## config.mk

```make
export PLATFORM = sky130hd
export DESIGN_NAME = ones_comp_seq_arbiter
export DESIGN_NICKNAME = d
export VERILOG_FILES = /design/src/rtl/ones_comp_seq_arbiter.sv
export SDC_FILE = /design/constraint.sdc
export NUM_CORES = 1
export LEC_CHECK = 0
export ABC_CLOCK_PERIOD_IN_PS = 2100
export CORE_MARGIN = 1
export CORE_UTILIZATION = 44
export CTS_CLUSTER_DIAMETER = 100
export CTS_CLUSTER_SIZE = 12
export DETAILED_ROUTE_END_ITERATION = 6
export GPL_ROUTABILITY_DRIVEN = 0
export HOLD_SLACK_MARGIN = 0.12
export MAX_ROUTING_LAYER = met4
export PLACE_DENSITY_LB_ADDON = 0.12
export SLEW_MARGIN = 5
export SYNTH_ARGS = -nofsm -noshare
export SYNTH_HDL_FRONTEND = slang
export SYNTH_SLANG_ARGS = --single-unit
```

## constraint.sdc

```tcl
create_clock -name clk -period 2.1 [get_ports clk]
set_input_delay 0.42 -clock clk [delete_from_list [all_inputs] [get_ports clk]]
set_output_delay 0.42 -clock clk [all_outputs]
set_load 0.05 [all_outputs]
```

## src/rtl/ones_comp_seq_arbiter.sv

```systemverilog
// Two-requester round-robin front end to one shared external ripple-carry adder.
// Ones'-complement add/sub in two adder passes; build with OC_NEGZERO_FIX_EN to fold -0 into +0.
module ones_comp_seq_arbiter #(
  parameter int WIDTH = 4
) (
  input  logic             clk,
  input  logic             rst_n,
  input  logic             req0_valid,
  output logic             req0_ready,
  input  logic [WIDTH-1:0] req0_a,
  input  logic [WIDTH-1:0] req0_b,
  input  logic             req0_sub,
  input  logic             req1_valid,
  output logic             req1_ready,
  input  logic [WIDTH-1:0] req1_a,
  input  logic [WIDTH-1:0] req1_b,
  input  logic             req1_sub,
  output logic             resp_valid,
  input  logic             resp_ready,
  output logic [WIDTH-1:0] resp_result,
  output logic             resp_ovf,
  output logic             resp_id,
  output logic [WIDTH-1:0] adder_a,
  output logic [WIDTH-1:0] adder_b,
  output logic             adder_cin,
  input  logic [WIDTH-1:0] adder_sum,
  input  logic             adder_cout
);

  localparam int MSB = WIDTH - 1;

  typedef enum logic [1:0] {IDLE, PASS1, PASS2, DONE} state_t;

  state_t           state_reg, state_next;
  logic             rr_reg;
  logic [WIDTH-1:0] a_reg, b_eff_reg, sum1_reg, result_reg;
  logic             c1_reg, ovf_reg, id_reg;

  logic             grant_any, grant_id, sel_sub;
  logic [WIDTH-1:0] sel_a, sel_b, pass2_result;
  logic             pass2_ovf;

  // The rr pointer only breaks ties; a lone valid requester always wins.
  assign grant_any = req0_valid | req1_valid;
  assign grant_id  = (req0_valid & req1_valid) ? rr_reg : req1_valid;
  assign sel_a     = grant_id ? req1_a   : req0_a;
  assign sel_b     = grant_id ? req1_b   : req0_b;
  assign sel_sub   = grant_id ? req1_sub : req0_sub;

`ifdef OC_NEGZERO_FIX_EN
  assign pass2_result = (&adder_sum) ? '0 : adder_sum;
`else
  assign pass2_result = adder_sum;
`endif
  assign pass2_ovf = (a_reg[MSB] == b_eff_reg[MSB]) && (pass2_result[MSB] != a_reg[MSB]);

  always_ff @(posedge clk or negedge rst_n) begin
    if (!rst_n) begin
      state_reg <= IDLE;
    end else begin
      state_reg <= state_next;
    end
  end

  always_comb begin
    state_next = state_reg;
    case (state_reg)
      IDLE:    if (grant_any) state_next = PASS1;
      PASS1:   state_next = PASS2;
      PASS2:   state_next = DONE;
      DONE:    if (resp_ready) state_next = IDLE;
      default: state_next = IDLE;
    endcase
  end

  always_ff @(posedge clk or negedge rst_n) begin
    if (!rst_n) begin
      rr_reg     <= 1'b0;
      a_reg      <= '0;
      b_eff_reg  <= '0;
      id_reg     <= 1'b0;
      sum1_reg   <= '0;
      c1_reg     <= 1'b0;
      result_reg <= '0;
      ovf_reg    <= 1'b0;
    end else begin
      case (state_reg)
        IDLE: begin
          if (grant_any) begin
            a_reg     <= sel_a;
            b_eff_reg <= sel_sub ? ~sel_b : sel_b;
            id_reg    <= grant_id;
          end
        end
        PASS1: begin
          sum1_reg <= adder_sum;
          c1_reg   <= adder_cout;
        end
        PASS2: begin
          result_reg <= pass2_result;
          ovf_reg    <= pass2_ovf;
        end
        DONE: begin
          if (resp_ready) rr_reg <= ~id_reg;
        end
        default: ;
      endcase
    end
  end

  // Ready is qualified with rst_n so nothing is offered while reset is held.
  always_comb begin
    req0_ready  = 1'b0;
    req1_ready  = 1'b0;
    resp_valid  = 1'b0;
    resp_result = '0;
    resp_ovf    = 1'b0;
    resp_id     = 1'b0;
    adder_a     = '0;
    adder_b     = '0;
    adder_cin   = 1'b0;
    case (state_reg)
      IDLE: begin
        req0_ready = rst_n & grant_any & ~grant_id;
        req1_ready = rst_n & grant_any & grant_id;
      end
      PASS1: begin
        adder_a = a_reg;
        adder_b = b_eff_reg;
      end
      PASS2: begin
        adder_a   = sum1_reg;
        adder_cin = c1_reg;
      end
      DONE: begin
        resp_valid  = 1'b1;
        resp_result = result_reg;
        resp_ovf    = ovf_reg;
        resp_id     = id_reg;
      end
      default: ;
    endcase
  end

endmodule

```

Word-level counts from Yosys, hierarchy flattened
Cells that the tools add are included.
{ "word_totals": {"register_bits": 22, "latchBits": 0, "ramBits": 0, "rom_bits": 0, "in_bits": 28, "output_inout_bits": 18, "elab_cells": 46, "n_memories": 0} }
{ "op_classes": {"add_sub_neg": 0, "n_mul": 0, "div_mod_pow": 0, "n_lt_le_gt_ge": 0, "n_eq_ne": 7, "n_shift": 0, "n_mux": 17, "n_bitwise": 8, "reduce_logical": 5} }
{ "op_table": {"columns": ["operator", "n"], "rows": [
  ["$mux 4", 5],
  ["$mux 1", 8],
  ["$pmux 2 s4", 1],
  ["$pmux 4 s2", 1],
  ["$reduce_and 2->1", 3],
  ["$and 1x1->1", 4],
  ["$eq 2x2->1 const B", 2],
  ["$mux 2", 2],
  ["$ne 2x2->1 const B", 2],
  ["$not 4->4", 1],
  ["$eq 2x1->1 const B", 1],
  ["$logic_not 2->1", 1],
  ["$not 1->1", 2],
  ["$eq 1x1->1", 1],
  ["$logic_and 1x1->1", 1],
  ["$ne 1x1->1", 1],
  ["$or 1x1->1", 1]
]} }

Logic depth before layout (Yosys ltp)
{ "depth": {"depth_word": 5, "ltp_mapped": 6, "mapped_depth_nobuf": 5} }

Least setup slack after synthesis
Ideal clock, no wire load.
{ "synth_path": {"path_kind": "reg2out", "from": "register state_reg[0]", "to": "output req0_ready", "arrival_time_ns": 1.860, "required_time_ns": 1.680, "slack_ns": -0.180, "stages_incl_launch_ff": 7, "n_path_buf": 1, "cell_sequence": "dfrtp_1 inv_1 ha_1 o21a_1 buf_2 nand2_1 a21oi_1"} }
{ "synth_via": {"elab_chain_cells": 2} }
{ "synth_lines": {"columns": ["element", "line_no", "text"], "rows": [
  ["start, declared", "34", "state_t state_reg, state_next;"],
  ["start signal, assigned", "61", "state_reg <= state_next;"],
  ["$logic_not 2->1", "122", "case (state_reg)"],
  ["$mux 1", "122", null],
  ["end, declared", "9", "output logic req0_ready,"]
]} }
Every way passes these cells.

Final worst setup path
Same ends and word-level chain as after synthesis.

==> flow_summary.ini <==
[flow_run]
max_cap_violations = 0

[setup_path]
cp_top_family = flip-flops
endpoint_kind = output port
critPathBufInv = 2
slowest_stage = dfrtp_1
crit_arrival_ns = 1.60
critPathKind = register to output port
crit_fanout = 5
start_kind = register
slowest_delay_ns = 0.45
required_ns = 1.68
crit_chain = inv_2, ha_4, o21a_1, nand2_1, a21oi_2, buf_12

[finish]
final_common_cell = clkdlybuf4s50_1
antennaDiodeCount = 0
drive_gt1_frac = 0.314
multiInputGateArea_um2 = 739
syn2layout_area_growth_pct = 58.6
nFillCells = 215
num-nets-final = 210
layout_common_cells = 27 x clkdlybuf4s50_1, 21 x dfrtp_1, 18 x buf_12
ff_latch_area_um2 = 552

[global_route]
grt-busiest-layer = met2
grt_util_met1 = 0.249
grt_max_degree = 23
grt-ovfl-total = 0
grt_pass1_vias = 1180
grt_first_pass_wirelength_um = 5200
met2_usage = 0.373
antenna_found_initial = 0
grt_use_total = 0.213
grtUsageMet3 = 0.0253

[sta]
hold_viol = 0
finClkSkew_ns = 0.0128
tightestPinTransition_ns = 0.477
fin_crit_ns = 2.02
setup_violations = 0
hold_slack_ns = 0.493
fin_ws_ns = 0.0765
drv_slew = 0
grt_setup_unrepaired = true
slew_headroom = 0.682
fin_crit_sh = 0.964
max_freq_mhz = 494

[clock_network]
cts.sinks = 22
cts-root-buf = clkbuf_4
tritoncts = yes
cts_made_buffers = 3
cts_post_setup_buffers_inserted = 0
clk_latency_ns = 0.31
clkTransAtPathRegs_ns = 0.13
cts.path.max_buffers = 2
cts.hold.buffers_added = 0
cts.htree.levels = 1

[place]
dpl.hpwl_um = 2450
portBuffers = 45
pre_cts_ws_ns = 0.126

[logic_synthesis]
synth.avg_cell_area_um2 = 10.3
synth_nets = 161
ys_seq_elements = 22
ys_types = 31
yosysWarnings = 0
ys_seq_area_frac = 0.421
syn_area_um2 = 1310
syn_inst = 127

[route]
drc = 0
totalWireLength_um = 2980
ant_nets = 0
drt-initial-drc-count = 17
viasPerCell = 5.40
wl_per_cell_um = 14.4
vias = 1112
firstDrtPassIters = 4

[die]
ios = 46
die_area_um2 = 3190
die_w_um = 56.5
die_h_um = 56.5
rows = 19
fp.coreArea_um2 = 2780
start_util = 0.470

[power]
p_per_area_nw_per_um2 = 1580
leakage_nw = 0.868
finalPower_mw = 3.27
vdd_drop_max_v = 0.00133

[run_status]
status = finished clean

[min_path]
hp-class = register to register
==> worst paths after layout <==
path                         startpoint      endpoint  slack [ns]  cells past startpoint
hold reg to reg            b_eff_reg[2]  b_eff_reg[2]        0.49                      2
min in group asynchronous         rst_n  b_eff_reg[3]        0.55                      2
setup / recovery           state_reg[0]    req0_ready        0.08                      6
setup reg to reg           state_reg[0]  state_reg[1]        0.45                      4
hold / removal             b_eff_reg[2]  b_eff_reg[2]        0.49                      2
max in group asynchronous         rst_n  state_reg[1]        1.30                      2
==> per-stage QoR <==
step | util | instances | TNS, ns | cell area, um^2
floorplan | - | 127 | 0 | 1310
global placement | 0.712 | 202 | 0 | 1980
detailed placement | 0.712 | 202 | 0 | 1980
CTS | 0.733 | 206 | -0.0363 | 2040
global route | 0.745 | 206 | -0.0113 | 2070
finish | 0.745 | 206 | 0 | 2070
==> kinds of logic (layout without fill, tap and decap cells) <==
kind of cell | Yosys count | in the layout | synth area share
buf+inv | 10 | 58 | 0.0421
mux | 11 | 11 | 0.0939
flops | 22 | 22 | 0.421
simple gates | 41 | 41 | 0.173
xor+xnor | 8 | 8 | 0.0536
fa+ha+maj | 6 | 6 | 0.0575
compound gates | 29 | 29 | 0.158
==> repair_timing <==
action,in CTS,in global routing
pin swaps,0,1
endpoints found under the setup margin,9,10
resized for setup,2,10
endpoints found under the hold margin,0,0
==> tightest hold or removal path, delay by kind of cell, from the launching register on <==
family	cells	cell delay (ns)
DFF	1	0.36
and+or+nand+nor	1	0.06
AOI/OAI and AO/OA	1	0.05
==> final cells by class <==
class | count | share of cell area
inverter | 3 | 0.00664
timing repair buffer | 51 | 0.326
clock buffer | 3 | 0.0109
clock inverter | 1 | 0.0145
multi-input combinational | 95 | 0.357
sequential | 22 | 0.266
tap | 31 | 0.0187
==> routing by layer <==
metal  vias to the layer above  wire length, um
met2                        39             1550
met5                         -                0
li1                        541                -
met1                       530             1260
met4                         0               21
met3                         2              140
==> where the power goes <==
part,switching [mW],internal (mW)
Clock,0.131,0.193
Sequential,0.150,0.644
Combinational,1.09,1.06
Total,1.37,1.90
==> synth_stat cells, drive strengths merged <==
library cell | count | share of area
dfrtp | 22 | 0.42
and2 | 11 | 0.053
mux2 | 10 | 0.086
a21oi | 9 | 0.037
nor2 | 8 | 0.023
xor2 | 8 | 0.054
buf | 7 | 0.034
ha | 6 | 0.057
a31oi | 5 | 0.024
nand2 | 5 | 0.014
o21ai | 5 | 0.022
a22oi | 4 | 0.023
nand3 | 4 | 0.015
nor2b | 4 | 0.019
nor3 | 4 | 0.019
o31ai | 4 | 0.038
inv | 3 | 0.0086
and2b | 2 | 0.011
a32o | 1 | 0.0077
and3b | 1 | 0.0067
and4 | 1 | 0.0067
mux2i | 1 | 0.0077
nand2b | 1 | 0.0048
o21a | 1 | 0.0057
Note: power is estimated with default switching activity, not from simulation.
